===== config.mk =====
export PLATFORM = sky130hd
export DESIGN_NAME = posit_addsub_sched
export DESIGN_NICKNAME = d
export VERILOG_FILES = /design/src/rtl/posit_addsub_sched.sv
export SDC_FILE = /design/constraint.sdc
export NUM_CORES = 1
export LEC_CHECK = 0
export CAP_MARGIN = 15
export CORE_ASPECT_RATIO = 1.5
export CORE_MARGIN = 10
export CORE_UTILIZATION = 25
export CTS_CLUSTER_DIAMETER = 80
export DETAILED_ROUTE_END_ITERATION = 8
export GPL_ROUTABILITY_DRIVEN = 0
export GPL_TIMING_DRIVEN = 0
export PLACE_DENSITY = 0.59
export SYNTH_ARGS = -nofsm -noshare
export SYNTH_HDL_FRONTEND = slang
export SYNTH_SLANG_ARGS = --single-unit

===== constraint.sdc =====
create_clock -name clk -period 3.6 [get_ports clk]
set_input_delay 0.36 -clock clk [delete_from_list [all_inputs] [get_ports clk]]
set_output_delay 0.36 -clock clk [all_outputs]
set_load 0.05 [all_outputs]

===== src/rtl/posit_addsub_sched.sv =====
// posit_addsub_sched: round-robin scheduler of two add/sub requesters onto one shared fixed-latency posit adder.
// Latency: accept in cycle t -> rspK_valid in cycle t+2+LAT (t+1 for zero-bypassed operations when enabled).
// Backpressure: each requester has one op in flight; reqK_ready stays low until its held response is consumed.
//
// Ports:
//   clk, rst                         clock, synchronous active-high reset
//   reqK_valid/ready/a/b/sub (K=0,1) request channel; sub=1 computes a-b
//   rspK_valid/ready/res   (K=0,1)   per-requester response register
//   add_valid, add_a, add_b          registered operands to the shared adder
//   add_res                          adder result, valid LAT cycles after add_valid
// Optional feature: define POSIT_SCHED_ZERO_BYPASS_EN to answer ops with a zero
// operand directly from the scheduler, without using the adder.
module posit_addsub_sched #(
  parameter int N   = 32,
  parameter int ES  = 2,
  parameter int LAT = 2
) (
  input  logic         clk,
  input  logic         rst,
  input  logic         req0_valid,
  output logic         req0_ready,
  input  logic [N-1:0] req0_a,
  input  logic [N-1:0] req0_b,
  input  logic         req0_sub,
  input  logic         req1_valid,
  output logic         req1_ready,
  input  logic [N-1:0] req1_a,
  input  logic [N-1:0] req1_b,
  input  logic         req1_sub,
  output logic         rsp0_valid,
  input  logic         rsp0_ready,
  output logic [N-1:0] rsp0_res,
  output logic         rsp1_valid,
  input  logic         rsp1_ready,
  output logic [N-1:0] rsp1_res,
  output logic         add_valid,
  output logic [N-1:0] add_a,
  output logic [N-1:0] add_b,
  input  logic [N-1:0] add_res
);

  // An illegal parameter set never grants, so a misconfigured instance stays inert.
  localparam bit CFG_OK = (LAT >= 1) && (N >= ES + 3);
  localparam int PL     = (LAT < 1) ? 1 : LAT;

  logic         busy0, busy1, ptr;
  logic         elig0, elig1, grant0, grant1, accept;
  logic [N-1:0] sel_a, sel_b, neg_b, byp_res;
  logic         sel_sub, byp;
  logic         issue_tag;
  logic [PL-1:0] pipe_vld, pipe_tag;
  logic         ret_vld, ret_tag;

  assign elig0 = req0_valid & ~busy0;
  assign elig1 = req1_valid & ~busy1;

  // ptr only matters on a tie; a lone eligible requester always wins.
  assign grant0 = CFG_OK & ~rst & elig0 & (~elig1 | ~ptr);
  assign grant1 = CFG_OK & ~rst & elig1 & ~grant0;
  assign accept = grant0 | grant1;

  assign req0_ready = grant0;
  assign req1_ready = grant1;

  assign sel_a   = grant1 ? req1_a   : req0_a;
  assign sel_b   = grant1 ? req1_b   : req0_b;
  assign sel_sub = grant1 ? req1_sub : req0_sub;

  // Posit negation is plain two's complement; 0 and NaR map onto themselves.
  assign neg_b = sel_sub ? -sel_b : sel_b;

`ifdef POSIT_SCHED_ZERO_BYPASS_EN
  assign byp = (sel_a == '0) || (sel_b == '0);
`else
  assign byp = 1'b0;
`endif
  assign byp_res = (sel_a == '0) ? neg_b : sel_a;

  // The last stage lines up with add_res for the op issued LAT cycles earlier.
  assign ret_vld = pipe_vld[PL-1];
  assign ret_tag = pipe_tag[PL-1];

  always_ff @(posedge clk) begin
    if (rst) begin
      busy0      <= 1'b0;
      busy1      <= 1'b0;
      ptr        <= 1'b0;
      add_valid  <= 1'b0;
      add_a      <= '0;
      add_b      <= '0;
      issue_tag  <= 1'b0;
      pipe_vld   <= '0;
      pipe_tag   <= '0;
      rsp0_valid <= 1'b0;
      rsp0_res   <= '0;
      rsp1_valid <= 1'b0;
      rsp1_res   <= '0;
    end else begin
      add_valid <= accept & ~byp;
      if (accept & ~byp) begin
        add_a     <= sel_a;
        add_b     <= neg_b;
        issue_tag <= grant1;
      end
      if (accept) ptr <= grant0;

      pipe_vld[0] <= add_valid;
      pipe_tag[0] <= issue_tag;
      for (int i = 1; i < PL; i++) begin
        pipe_vld[i] <= pipe_vld[i-1];
        pipe_tag[i] <= pipe_tag[i-1];
      end

      // Busy guarantees a requester's return and its next accept never collide.
      if (rsp0_valid & rsp0_ready) begin
        rsp0_valid <= 1'b0;
        busy0      <= 1'b0;
      end
      if (ret_vld & ~ret_tag) begin
        rsp0_valid <= 1'b1;
        rsp0_res   <= add_res;
      end
      if (grant0) begin
        busy0 <= 1'b1;
        if (byp) begin
          rsp0_valid <= 1'b1;
          rsp0_res   <= byp_res;
        end
      end

      if (rsp1_valid & rsp1_ready) begin
        rsp1_valid <= 1'b0;
        busy1      <= 1'b0;
      end
      if (ret_vld & ret_tag) begin
        rsp1_valid <= 1'b1;
        rsp1_res   <= add_res;
      end
      if (grant1) begin
        busy1 <= 1'b1;
        if (byp) begin
          rsp1_valid <= 1'b1;
          rsp1_res   <= byp_res;
        end
      end
    end
  end

endmodule


==> summary.txt <==
antenna fix cells: 0
CP top delay family: buffers and inverters
TritonCTS Sinks: 139
gr ovfl total: 0
Final Instance Area: 10,800 sq um
Syn-to-layout area delta: 59.39%
CP arrival: 3.65 ns
R2R setup slack: 0.33 ns
Post-Syn Instances: 828
RSZ-0062 raised after global routing: no
maximum level of the CTS H-tree: 4
fillers: 2,784
Routed WL: 30,820 microns
CP max FO: 10
Worst Setup End Kind: flop
initial antenna violation count: 0
maximum vdd drop: 337.2 uV
Hold WC Path Type: in -> reg
r2r worst-path depth: 11
slew margin rel.: 0.3836
dominant synthesized flop cell: dfxtp_1
DR WL met2: 16,880 microns
HPWL after DPL: 24,850 microns
sequential share of power: 0.351
initial core utilization: 0.2549
asr flop ratio synth: 0
die footprint: 34,220 sq um
Max Cap Viol: 0
top-level I/O count: 301
Switching Fraction: 0.3355
DR WL met3: 1878 microns
Core Box Area: 26,580 sq um
CP Launch Type: input pin
met1 WL: 11,320 microns
Final Max Slew Viols: 0
mean routed wirelength per cell: 20.60 microns
Power Density: 455.3 nW/um^2
upper clock frequency limit: 297.9 MHz
Starting DRT DRC Count: 414
Clk pwr share: 0.369
Synth Warn #: 0
drt drc: 0
Final setup viols: 0
CP bufs+invs: 3
total power: 4.917 mW
Die Y: 221.6 microns
gr usage total: 0.1735
FF-to-FF End: add_b[16]$_SDFFE_PP0P_
Buffers on Ports: 299
CTS root buffer: clkbuf_16
EDFF count, synth: 0
origin of the critical flop-to-flop path: ptr$_SDFFE_PP0P_
Hold Path Sink: pipe_tag[0]$_SDFF_PP0_
post-route ant nets: 0
fin crit period: 3.357 ns
WS Path Type: in -> reg
register area share after synthesis: 0.4107
cell area after placement: 10,190 sq um
TritonCTS Buffers: 17
CP max stage cell: clkdlybuf4s50_1
Leak Pwr: 3.900 nW
Hold Startpoint: rst
Switch Pwr: 1.650 mW
slew at the pin with the worst max-slew slack: 0.9226 ns
part of the power in combinational logic: 0.280
part of the cycle the worst path needs: 0.9326
first-pass GRT wire length: 46,600 microns
via count: 7,443
Max Buffers Root-to-Sink: 2
Die Wd: 154.4 microns
Worst Path Required: 3.89 ns
Mean Syn Cell Area: 8.183 sq um
Clock Latency Late Sink: 0.43 ns
slowest cell delay on critical path: 0.49 ns
1st-pass router iterations: 5
post-synthesis sequential element count: 139
Net Count, Synth: 997
clock skew: 0.007506 ns
Int Pwr: 3.268 mW
CTS tree: built
Post-Syn Area: 6775 sq um
highest metal used: met4
Final Hold Vio Count: 0
share of cells above drive strength 1: 0.05867
nets@finish: 1,315
setup ws final: 0.2428 ns
Netlist cell types: 55
total negative setup slack: 0 ns
Hold Worst Slack: 0.2003 ns
largest net degree at the start of global routing: 17
status: finished, final reports clean
vias in the first global route: 7,593
depth of the worst hold-timing path: 2
DP Worst Slack: -0.4321 ns
Reg clk slew, reported paths: 0.06 ns
vias per cell: 4.975
Critical Path, Cell by Cell: clkdlybuf4s50_1 -> or3b_4 -> nand2_4 -> buf_2 -> buf_4 -> mux2i_1 -> ha_2 -> nand3b_1 -> o41ai_1 -> xnor2_1 -> a222oi_1 -> nor2_1
Site Rows: 73
-- layout by cell type (no fill, tap or decap), types with 5 or more instances in the layout --
cell type        count
a21oi_1             83
a31oi_1              7
buf_2               10
buf_6                5
clkbuf_1            41
clkbuf_16           17
clkdlybuf4s50_1    298
clkinvlp_4           5
dfxtp_1            139
mux2_2               7
mux2i_1             62
nand2_1            193
nand2b_1             7
nand3_1              8
nand3b_1            17
nand4_1              9
nor2_1              24
nor2b_1              6
nor3_1              19
nor4_1              20
o211ai_1             7
o21ai_0             27
o22ai_1              6
o31ai_1             36
or3_1               11
or4_1                9
xor2_1              19
-- cells by family (layout without fill, tap and decap cells) --
kind of cell,Yosys count,after routing,synth area share
adders and majority gates,1,1,0.001846
DFF,139,139,0.4107
xor gates and xnor gates,23,23,0.02973
muxes,69,69,0.1032
buffers and inverters,65,396,0.04358
AOI/OAI and AO/OA,192,192,0.1725
and+or+nand+nor,339,339,0.2384
-- registers in the layout (all words and copies together) (netlist names) --
register	flops
add_a	32
add_b	32
add_valid	1
busy0	1
busy1	1
issue_tag	1
pipe_tag	2
pipe_vld	2
ptr	1
rsp0_res	32
rsp0_valid	1
rsp1_res	32
rsp1_valid	1
-- power by group through the flow --
stage          Combinational (mW)  Sequential [mW]  Clock (mW)
3_5_place_dp                 1.38             1.76           0
3_3_place_gp                 1.38             1.76           0
5_1_grt                      1.45             1.74        1.92
2_1_floorplan               0.381             2.14           0
4_1_cts                      1.39             1.73        1.85
6_report                     1.38             1.73        1.81
-- cell usage after synthesis, drive strengths merged (4+ instances only) --
cell	number	area, sq um
o211ai	7	52.55
nor2b	6	37.54
xnor2	4	35.03
nand3b	17	127.6
nor2	25	96.35
o31ai	37	282.8
dfxtp	139	2783
a31oi	7	43.79
a21oi	83	415.4
o2111ai	4	35.03
or3	11	68.82
nand3	8	40.04
nand4	9	56.30
xor2	19	166.4
nand2b	7	43.79
a21o	4	30.03
nand2	194	735.7
o21ai	31	155.2
mux2i	62	620.6
o22ai	6	37.54
buf	18	118.9
mux2	7	78.83
nor3	20	105.1
nor4	20	125.1
inv	5	18.76
clkbuf	42	157.7
or4	9	67.56
-- metrics by stage --
step | cells | utilization
after floorplan | 828 | -
after global routing | 1496 | 0.4063
after global placement | 1464 | 0.3834
final | 1496 | 0.4063
after detailed placement | 1464 | 0.3834
after CTS | 1496 | 0.4061
-- area by class of cell --
type | instances | area, sq um | share of cell area
Buffer | 60 | 280.3 | 0.02595
Clock buffer | 20 | 466.7 | 0.04322
Clock inverter | 12 | 137.6 | 0.01274
Inverter | 5 | 18.77 | 0.001738
Multi-Input combinational cell | 624 | 3700 | 0.3426
Tap cell | 337 | 421.7 | 0.03905
Timing Repair Buffer | 299 | 2992 | 0.2770
Sequential cell | 139 | 2783 | 0.2577
-- metal layers --
metal,up-vias,global-route usage
li1,3595,-
met1,3543,0.1766
met2,265,0.3271
met3,40,0.04465
met4,0,0.06397
met5,-,0
-- timing repair --
| action | in CTS | in global routing |
|---|---|---|
| hold buffers | 0 | 0 |
| pin swaps | 0 | 0 |
| setup buffers | 0 | 0 |
| resized for setup | 1 | 5 |
| setup endpoints to repair | 1 | 11 |
-- how the worst max path moves through the flow --
stage | cells past startpoint | end | startpoint | slack [ns]
floorplan | 11 | add_b[16]$_SDFFE_PP0P_ | req0_valid | 0.86
global placement | 11 | add_b[26]$_SDFFE_PP0P_ | req0_valid | -0.39
detailed placement | 11 | add_b[26]$_SDFFE_PP0P_ | req0_valid | -0.43
CTS | 11 | add_b[26]$_SDFFE_PP0P_ | req0_valid | 0.01
global route | 12 | add_b[16]$_SDFFE_PP0P_ | req0_valid | 0.04
finish | 12 | add_b[16]$_SDFFE_PP0P_ | req0_valid | 0.24
-- worst register-to-register path, cell delays in order, from the launching register on --
cell and delay [ns]:
dfxtp_1 0.33, or3b_4 0.43, nand2_4 0.11, buf_2 0.32, buf_4 0.32, mux2i_1 0.31
ha_2 0.32, nand3b_1 0.09, o41ai_1 0.34, xnor2_1 0.16, a222oi_1 0.33, nor2_1 0.07
No activity file was read; power rests on OpenSTA's default activity.
